### src/rtl/scan_sequencer_pkg.sv
`default_nettype none
// =============================================================================
// scan_pkg
// Shared widths, default step and the controller state encoding.
// Revision: 1.0
// =============================================================================
package scan_pkg;

    localparam int DW_ANGLE   = 8;
    localparam int DW_INPUT   = 8;
    localparam int DW_POINTS  = 13;
    localparam int DW_GAP     = 16;
    localparam int ANGLE_STEP = 10;

    typedef enum logic [2:0] {
        S_IDLE      = 3'd0,
        S_SETUP     = 3'd1,
        S_FIRE      = 3'd2,
        S_WAIT_DONE = 3'd3,
        S_GAP       = 3'd4,
        S_DRAIN     = 3'd5,
        S_FINISH    = 3'd6
    } scan_state_t;

endpackage
`default_nettype wire

### src/rtl/scan_sequencer_if.sv
`default_nettype none
// =============================================================================
// scan_sequencer_if
// Control, configuration and Transmitter-side signals of the scan sequencer.
// Optional SCAN_CONTINUOUS_EN adds the cont input.
// Revision: 1.0
// =============================================================================
interface scan_sequencer_if
    import scan_pkg::*;
#(
    parameter int DW_ANGLE  = scan_pkg::DW_ANGLE,
    parameter int DW_INPUT  = scan_pkg::DW_INPUT,
    parameter int DW_POINTS = scan_pkg::DW_POINTS,
    parameter int DW_GAP    = scan_pkg::DW_GAP
) ();

    logic                 start;
    logic                 abort;
`ifdef SCAN_CONTINUOUS_EN
    logic                 cont;
`endif
    logic [DW_ANGLE-1:0]  cfg_angle_start;
    logic [DW_ANGLE-1:0]  cfg_angle_end;
    logic [DW_ANGLE-1:0]  cfg_angle_step;
    logic [DW_INPUT-1:0]  cfg_r_0;
    logic [DW_POINTS-1:0] cfg_num_points;
    logic [DW_GAP-1:0]    cfg_gap;
    logic                 tx_done;

    logic [DW_INPUT-1:0]  r_0;
    logic [DW_ANGLE-1:0]  angle;
    logic [DW_POINTS-1:0] num_points;
    logic                 initiate;
    logic                 busy;
    logic [7:0]           line_idx;
    logic                 frame_done;
    logic                 cfg_err;

    modport master (
`ifdef SCAN_CONTINUOUS_EN
        output cont,
`endif
        output start, abort, cfg_angle_start, cfg_angle_end, cfg_angle_step,
               cfg_r_0, cfg_num_points, cfg_gap, tx_done,
        input  r_0, angle, num_points, initiate, busy, line_idx, frame_done, cfg_err
    );

    modport slave (
`ifdef SCAN_CONTINUOUS_EN
        input  cont,
`endif
        input  start, abort, cfg_angle_start, cfg_angle_end, cfg_angle_step,
               cfg_r_0, cfg_num_points, cfg_gap, tx_done,
        output r_0, angle, num_points, initiate, busy, line_idx, frame_done, cfg_err
    );

endinterface
`default_nettype wire

### src/rtl/scan_sequencer_gap_timer.sv
`default_nettype none
// =============================================================================
// gap_timer
// Loadable down-counter timing the dead-time between scanlines.
// Revision: 1.0
// =============================================================================
module gap_timer
    import scan_pkg::*;
#(
    parameter int DW_GAP = scan_pkg::DW_GAP
) (
    input  wire              clk,
    input  wire              rst,
    input  wire              load_i,
    input  wire              en_i,
    input  wire [DW_GAP-1:0] load_val_i,
    output logic             expire_o
);

    logic [DW_GAP-1:0] cnt_q, cnt_d;

    always_comb begin
        cnt_d = cnt_q;
        if (load_i) begin
            cnt_d = load_val_i;
        end else if (en_i && (cnt_q != '0)) begin
            cnt_d = cnt_q - 1'b1;
        end
    end

    always_ff @(posedge clk) begin
        if (rst) begin
            cnt_q <= '0;
        end else begin
            cnt_q <= cnt_d;
        end
    end

    // Asserted on the cycle whose decrement lands on 1, so the owner leaves
    // its wait state exactly load_val cycles after the cycle preceding the load.
    assign expire_o = en_i && (cnt_q <= DW_GAP'(2));

endmodule
`default_nettype wire

### src/rtl/scan_sequencer.sv
`default_nettype none
// =============================================================================
// scan_sequencer
// Steps scanline angles start..end, fires one Transmitter line per angle and
// spaces lines by a programmable dead-time. SCAN_CONTINUOUS_EN: repeat frames.
// Revision: 1.0
// =============================================================================
module scan_sequencer
    import scan_pkg::*;
#(
    parameter int DW_ANGLE  = scan_pkg::DW_ANGLE,
    parameter int DW_INPUT  = scan_pkg::DW_INPUT,
    parameter int DW_POINTS = scan_pkg::DW_POINTS,
    parameter int DW_GAP    = scan_pkg::DW_GAP
) (
    input wire              clk,
    input wire              rst,
    scan_sequencer_if.slave bus
);

    scan_state_t          state_q, state_d;
    logic [DW_ANGLE-1:0]  end_q, end_d, step_q, step_d, cur_q, cur_d;
    logic [DW_INPUT-1:0]  r0_cfg_q, r0_cfg_d;
    logic [DW_POINTS-1:0] np_cfg_q, np_cfg_d;
    logic [DW_GAP-1:0]    gap_q, gap_d;
    logic [7:0]           line_q, line_d;
    logic                 cfg_err_q, cfg_err_d;
    logic [DW_ANGLE-1:0]  ang_out_q;
    logic [DW_INPUT-1:0]  r0_out_q;
    logic [DW_POINTS-1:0] np_out_q;
`ifdef SCAN_CONTINUOUS_EN
    logic [DW_ANGLE-1:0]  ang_start_q, ang_start_d;
`endif

    logic                 w_tmr_load, w_tmr_en, w_tmr_expire;
    logic [DW_ANGLE:0]    w_nxt;
    logic                 w_last, w_gap_short, w_enter_setup;

    assign w_nxt       = {1'b0, cur_q} + {1'b0, step_q};
    assign w_last      = (step_q == '0) || w_nxt[DW_ANGLE] || (w_nxt[DW_ANGLE-1:0] > end_q);
    // A one-cycle gap already equals the direct path's spacing.
    assign w_gap_short = (gap_q <= DW_GAP'(1));

    gap_timer #(.DW_GAP(DW_GAP)) u_gap_timer (
        .clk        (clk),
        .rst        (rst),
        .load_i     (w_tmr_load),
        .en_i       (w_tmr_en),
        .load_val_i (gap_q),
        .expire_o   (w_tmr_expire)
    );

    always_comb begin
        state_d    = state_q;
        end_d      = end_q;
        step_d     = step_q;
        cur_d      = cur_q;
        r0_cfg_d   = r0_cfg_q;
        np_cfg_d   = np_cfg_q;
        gap_d      = gap_q;
        line_d     = line_q;
        cfg_err_d  = 1'b0;
        w_tmr_load = 1'b0;
        w_tmr_en   = 1'b0;
`ifdef SCAN_CONTINUOUS_EN
        ang_start_d = ang_start_q;
`endif
        case (state_q)
            S_IDLE: begin
                if (bus.start) begin
                    if (bus.cfg_angle_start > bus.cfg_angle_end) begin
                        cfg_err_d = 1'b1;
                    end else begin
                        end_d    = bus.cfg_angle_end;
                        step_d   = bus.cfg_angle_step;
                        r0_cfg_d = bus.cfg_r_0;
                        np_cfg_d = bus.cfg_num_points;
                        gap_d    = bus.cfg_gap;
                        cur_d    = bus.cfg_angle_start;
                        line_d   = '0;
`ifdef SCAN_CONTINUOUS_EN
                        ang_start_d = bus.cfg_angle_start;
`endif
                        state_d  = S_SETUP;
                    end
                end
            end
            S_SETUP: state_d = bus.abort ? S_IDLE : S_FIRE;
            S_FIRE:  state_d = bus.abort ? S_DRAIN : S_WAIT_DONE;
            S_WAIT_DONE: begin
                // A done arriving together with abort leaves nothing to drain.
                if (bus.abort) begin
                    state_d = bus.tx_done ? S_IDLE : S_DRAIN;
                end else if (bus.tx_done) begin
                    if (w_last) begin
                        state_d = S_FINISH;
                    end else begin
                        cur_d  = w_nxt[DW_ANGLE-1:0];
                        line_d = (line_q == 8'hFF) ? 8'hFF : line_q + 8'd1;
                        if (w_gap_short) begin
                            state_d = S_SETUP;
                        end else begin
                            state_d    = S_GAP;
                            w_tmr_load = 1'b1;
                        end
                    end
                end
            end
            S_GAP: begin
                w_tmr_en = 1'b1;
                if (bus.abort) begin
                    state_d = S_IDLE;
                end else if (w_tmr_expire) begin
                    state_d = S_SETUP;
                end
            end
            S_DRAIN: begin
                if (bus.tx_done) begin
                    state_d = S_IDLE;
                end
            end
            S_FINISH: begin
`ifdef SCAN_CONTINUOUS_EN
                if (bus.cont) begin
                    cur_d  = ang_start_q;
                    line_d = '0;
                    if (w_gap_short) begin
                        state_d = S_SETUP;
                    end else begin
                        state_d    = S_GAP;
                        w_tmr_load = 1'b1;
                    end
                end else begin
                    state_d = S_IDLE;
                end
`else
                state_d = S_IDLE;
`endif
            end
            default: state_d = S_IDLE;
        endcase
    end

    // Transmitter-facing words change only on the edge entering SETUP.
    assign w_enter_setup = (state_d == S_SETUP) && (state_q != S_SETUP);

    always_ff @(posedge clk) begin
        if (rst) begin
            state_q   <= S_IDLE;
            end_q     <= '0;
            step_q    <= '0;
            cur_q     <= '0;
            r0_cfg_q  <= '0;
            np_cfg_q  <= '0;
            gap_q     <= '0;
            line_q    <= '0;
            cfg_err_q <= 1'b0;
            ang_out_q <= '0;
            r0_out_q  <= '0;
            np_out_q  <= '0;
`ifdef SCAN_CONTINUOUS_EN
            ang_start_q <= '0;
`endif
        end else begin
            state_q   <= state_d;
            end_q     <= end_d;
            step_q    <= step_d;
            cur_q     <= cur_d;
            r0_cfg_q  <= r0_cfg_d;
            np_cfg_q  <= np_cfg_d;
            gap_q     <= gap_d;
            line_q    <= line_d;
            cfg_err_q <= cfg_err_d;
`ifdef SCAN_CONTINUOUS_EN
            ang_start_q <= ang_start_d;
`endif
            if (w_enter_setup) begin
                ang_out_q <= cur_d;
                r0_out_q  <= r0_cfg_d;
                np_out_q  <= np_cfg_d;
            end
        end
    end

    assign bus.r_0        = r0_out_q;
    assign bus.angle      = ang_out_q;
    assign bus.num_points = np_out_q;
    assign bus.initiate   = (state_q == S_FIRE);
    assign bus.busy       = (state_q != S_IDLE);
    assign bus.line_idx   = line_q;
    assign bus.frame_done = (state_q == S_FINISH);
    assign bus.cfg_err    = cfg_err_q;

endmodule
`default_nettype wire

### src/flat_wrapper.sv
// flat-port wrapper written by rule: the top's interface ports become plain ports
module scan_sequencer_flat import scan_pkg::*;
#(
    parameter int DW_ANGLE  = scan_pkg::DW_ANGLE,
    parameter int DW_INPUT  = scan_pkg::DW_INPUT,
    parameter int DW_POINTS = scan_pkg::DW_POINTS,
    parameter int DW_GAP    = scan_pkg::DW_GAP
)
  (clk, rst, bus_start, bus_abort, bus_cfg_angle_start, bus_cfg_angle_end, bus_cfg_angle_step, bus_cfg_r_0, bus_cfg_num_points, bus_cfg_gap, bus_tx_done, bus_r_0, bus_angle, bus_num_points, bus_initiate, bus_busy, bus_line_idx, bus_frame_done, bus_cfg_err);
  scan_sequencer_if #(.DW_ANGLE(DW_ANGLE), .DW_INPUT(DW_INPUT), .DW_POINTS(DW_POINTS), .DW_GAP(DW_GAP)) bus_i ();
  input wire clk;
  input wire rst;
  input wire logic [$bits(bus_i.start)-1:0] bus_start;
  input wire logic [$bits(bus_i.abort)-1:0] bus_abort;
  input wire logic [$bits(bus_i.cfg_angle_start)-1:0] bus_cfg_angle_start;
  input wire logic [$bits(bus_i.cfg_angle_end)-1:0] bus_cfg_angle_end;
  input wire logic [$bits(bus_i.cfg_angle_step)-1:0] bus_cfg_angle_step;
  input wire logic [$bits(bus_i.cfg_r_0)-1:0] bus_cfg_r_0;
  input wire logic [$bits(bus_i.cfg_num_points)-1:0] bus_cfg_num_points;
  input wire logic [$bits(bus_i.cfg_gap)-1:0] bus_cfg_gap;
  input wire logic [$bits(bus_i.tx_done)-1:0] bus_tx_done;
  output wire logic [$bits(bus_i.r_0)-1:0] bus_r_0;
  output wire logic [$bits(bus_i.angle)-1:0] bus_angle;
  output wire logic [$bits(bus_i.num_points)-1:0] bus_num_points;
  output wire logic [$bits(bus_i.initiate)-1:0] bus_initiate;
  output wire logic [$bits(bus_i.busy)-1:0] bus_busy;
  output wire logic [$bits(bus_i.line_idx)-1:0] bus_line_idx;
  output wire logic [$bits(bus_i.frame_done)-1:0] bus_frame_done;
  output wire logic [$bits(bus_i.cfg_err)-1:0] bus_cfg_err;
  assign bus_i.start = bus_start;
  assign bus_i.abort = bus_abort;
  assign bus_i.cfg_angle_start = bus_cfg_angle_start;
  assign bus_i.cfg_angle_end = bus_cfg_angle_end;
  assign bus_i.cfg_angle_step = bus_cfg_angle_step;
  assign bus_i.cfg_r_0 = bus_cfg_r_0;
  assign bus_i.cfg_num_points = bus_cfg_num_points;
  assign bus_i.cfg_gap = bus_cfg_gap;
  assign bus_i.tx_done = bus_tx_done;
  assign bus_r_0 = bus_i.r_0;
  assign bus_angle = bus_i.angle;
  assign bus_num_points = bus_i.num_points;
  assign bus_initiate = bus_i.initiate;
  assign bus_busy = bus_i.busy;
  assign bus_line_idx = bus_i.line_idx;
  assign bus_frame_done = bus_i.frame_done;
  assign bus_cfg_err = bus_i.cfg_err;
  scan_sequencer #(.DW_ANGLE(DW_ANGLE), .DW_INPUT(DW_INPUT), .DW_POINTS(DW_POINTS), .DW_GAP(DW_GAP)) u_core (.clk(clk), .rst(rst), .bus(bus_i));
endmodule
### config.mk
export PLATFORM = sky130hd
export DESIGN_NAME = scan_sequencer_flat
export DESIGN_NICKNAME = d
export VERILOG_FILES = /design/src/rtl/scan_sequencer_pkg.sv /design/src/rtl/scan_sequencer_if.sv /design/src/rtl/scan_sequencer_gap_timer.sv /design/src/rtl/scan_sequencer.sv /design/src/flat_wrapper.sv
export SDC_FILE = /design/constraint.sdc
export NUM_CORES = 1
export LEC_CHECK = 0
export CORE_UTILIZATION = 45
export DETAILED_ROUTE_END_ITERATION = 12
export PLACE_DENSITY = 0.81
export SKIP_LAST_GASP = 1
export SLEW_MARGIN = 15
export SYNTH_ARGS = -nofsm -noshare
export SYNTH_HDL_FRONTEND = slang
export SYNTH_HIERARCHICAL = 1
export SYNTH_SLANG_ARGS = --single-unit
### constraint.sdc
create_clock -name clk -period 8.3 [get_ports clk]
set_clock_uncertainty 0.2 [all_clocks]
set_input_delay 1.66 -clock clk [delete_from_list [all_inputs] [get_ports clk]]
set_output_delay 1.66 -clock clk [all_outputs]
set_load 0.03 [all_outputs]
==> results.yml <==
outcome:
  outcome: "complete, no violations"
global_route:
  grt_use_total_pct: 22.7
  antenna_found_initial: 0
  grt_max_degree: 66
  grt-ovfl-total: 0
  grt_pass1_wl_mm: 23.5
  first_global_vias: 4891
detailed_routing:
  dr.pass1.iters: 5
  vias: 5162
  detail-route-antenna-nets: 0
  wl_met2_mm: 7.19
  routed_wl_mm: 14.4
  drc_errors: 0
  top_layer: "met4"
  wirelength_met1_mm: 6.44
  vias_per_cell: 5.34
  wl_per_cell_um: 14.9
  route.met3.wl_um: 657
  first_iter_violations: 392
timing:
  finalSetupViolCount: 0
  fin_hold_ws_ns: 0.257
  fmax_mhz: 180
  tightest_slew_ns: 1.04
  drv_slew: 0
  period_share_pct: 67.1
  rsz0062_at_grt: "no"
  post-route-min-period_ns: 5.57
  hold_viol: 0
  max-slew-margin-rel_pct: 30.2
  setup_tns_ns: 0
clock_network:
  insertion_delay_ns: 0.42
  cts.reportedPaths.clkPinSlew_ns: 0.06
  post_cts_buffers: 0
  cts_tree: "built"
  postCtsHoldBufs: 0
  cts_buffers: 17
  cts.sinks: 118
  cts.path.max_buffers: 2
  post_cts_resized: 0
  cts_root_buf: "clkbuf_16"
  htreeDepth: 4
logic_synthesis:
  syn-num-nets: 781
  postSynthRegisterBits: 118
  ys_dominant_reg_cell: "dfxtp_1"
  ys_seq_area_share_pct: 40.7
  syn_area_mm2: 0.00581
  synthCells: 687
  ys.warnings.count: 6
  synth-edff-count: 0
  synth_area_per_cell_um2: 8.45
  synth_cell_types: 68
  postSynth.asyncResetShare_pct: 0
worst_hold_path:
  whs_endpoint: "u_core/end_q[5]"
  whs_path_depth: 2
  min_path_type: "flop to flop"
  min_from: "u_core/end_q[5]"
die:
  core_area_mm2: 0.0126
  die_x_um: 116
  dieArea_mm2: 0.0134
  row_count: 41
  initial_core_util_pct: 46.0
  ios: 107
  die_y_um: 116
setup_path:
  endpoint_kind: "flop"
  r2r_end: "u_core/u_gap_timer/cnt_q[1]"
  ff2ff_path_depth: 18
  critical_path.max_fanout: 19
  worstSetupPathType: "flop to flop"
  worstPathRequired_ns: 8.42
  worstPathArrival_ns: 5.69
  cp-start-kind: "flop"
  r2r_slack_ns: 2.73
  rr_startpoint: "u_core/step_q[0]"
placed_design:
  place_hpwl_mm: 9.84
  io_buffer_count: 106
  gp_congestion: 0.878
  placed_area_mm2: 0.00698
power_and_ir_drop:
  p_per_area_mw_per_mm2: 212
  p_leak_uw: 0.00290
  vdd_drop_max_uv: 163
  p_total_uw: 1600
layout:
  layout_common_cells: "nand2_1, dfxtp_1, clkdlybuf4s50_1"
  n_antenna_cell: 0
  area_growth_pct: 30.0
  fill_cells: 1123
  mostFrequentLayoutCell: "nand2_1"
  final_cell_area_mm2: 0.00755
  nNetsFinal: 876
  drive_above_1_share_pct: 10.8
run:
  timing.max_cap.violations: 0
[cell usage after synthesis, types with 3 or more instances]
library cell / instances / area (µm²)
o211ai_1: 4 / 30.0
clkbuf_1: 29 / 109
nand3_1: 8 / 40.0
mux2_1: 3 / 33.8
nor2b_1: 37 / 231
nor3_1: 14 / 70.1
mux2_2: 16 / 180
dfxtp_1: 118 / 2360
a221oi_1: 3 / 26.3
and2_1: 3 / 18.8
mux2_4: 10 / 150
nand4_1: 6 / 37.5
xnor2_1: 9 / 78.8
inv_1: 33 / 124
o21a_1: 5 / 37.5
o31ai_1: 3 / 22.5
a22oi_1: 8 / 60.1
nand2_1: 137 / 514
and3_1: 6 / 37.5
a21o_1: 4 / 30.0
a21oi_1: 88 / 440
buf_2: 3 / 15.0
ha_1: 27 / 338
nor4_1: 5 / 31.3
nor2_1: 27 / 101
nor3b_1: 4 / 30.0
o21ai_0: 19 / 95.1
a211oi_1: 8 / 60.1
xor2_1: 3 / 26.3
[layer usage]
metal	track usage (%)	vias to the layer above
met1	28.2	2436
li1	-	2571
met3	5.65	13
met5	0	-
met2	39.4	142
met4	5.80	0
[layout make-up]
type	instances	area [µm²]	share of cell area [%]
repair buffers	112	1100	14.6
clock inverters	14	141	1.87
clock buffers	18	429	5.68
inverters	34	128	1.69
flip-flops and latches	118	2360	31.3
multi-input cells	499	3170	42.0
well taps	172	215	2.85
[report_power, final]
part | internal [µW] | switching, µW
logic | 120 | 154
registers | 599 | 21.0
clock network | 419 | 286
[critical path, cell delays in order, from the launching register on]
cell,delay [ns]
dfxtp_1,0.40
ha_1,0.20
inv_1,0.06
fa_1,0.41
nor2b_1,0.17
o31a_1,0.18
o21a_1,0.12
nor2_1,0.05
xnor2_1,0.24
ha_1,0.29
nand2_1,0.06
o21ai_0,0.11
o21ai_0,0.54
and3_1,0.75
and2_1,0.55
clkinv_1,0.61
nand3_1,0.21
o22ai_1,0.09
a311oi_1,0.24
[registers in the layout, summed over array words and instances (netlist names)]
signal and flops:
u_core/state_q 3, u_core/r0_cfg_q 8, u_core/bus.r_0 8, u_core/bus.num_points 13, u_core/u_gap_timer/cnt_q 16, u_core/bus.cfg_err 1
u_core/step_q 8, u_core/bus.angle 8, u_core/bus.line_idx 8, u_core/end_q 8, u_core/np_cfg_q 13, u_core/gap_q 16
u_core/cur_q 8
[worst max-delay path by stage]
stage,cells after the start,startpoint,end,slack [ns]
floorplan,19,u_core/step_q[0],u_core/u_gap_timer/cnt_q[1],4.27
global placement,18,u_core/step_q[0],u_core/u_gap_timer/cnt_q[1],2.88
detailed placement,18,u_core/step_q[0],u_core/u_gap_timer/cnt_q[1],2.81
CTS,18,u_core/step_q[0],u_core/u_gap_timer/cnt_q[1],2.78
global route,18,u_core/step_q[0],u_core/u_gap_timer/cnt_q[1],2.34
finish,18,u_core/step_q[0],u_core/u_gap_timer/cnt_q[1],2.73
[stage by stage]
stage	setup WS, ns	cells	utilization (%)
after CTS	2.78	967	59.8
after global placement	2.88	935	55.3
final	2.73	967	59.8
after global routing	2.34	967	59.8
after detailed placement	2.81	935	55.3
after floorplan	4.27	687	-
[cell families after synthesis]
family	after synthesis	share of synthesized area, %
XOR/XNOR	12	1.81
multiplexers	29	6.27
AND/OR/NAND/NOR	270	23.2
flip-flops	118	40.7
buffers and inverters	70	4.85
adder cells (fa/ha/maj)	28	6.16
AO/OA/AOI/OAI	160	17.0
Note: power is estimated with default switching activity, not from simulation.
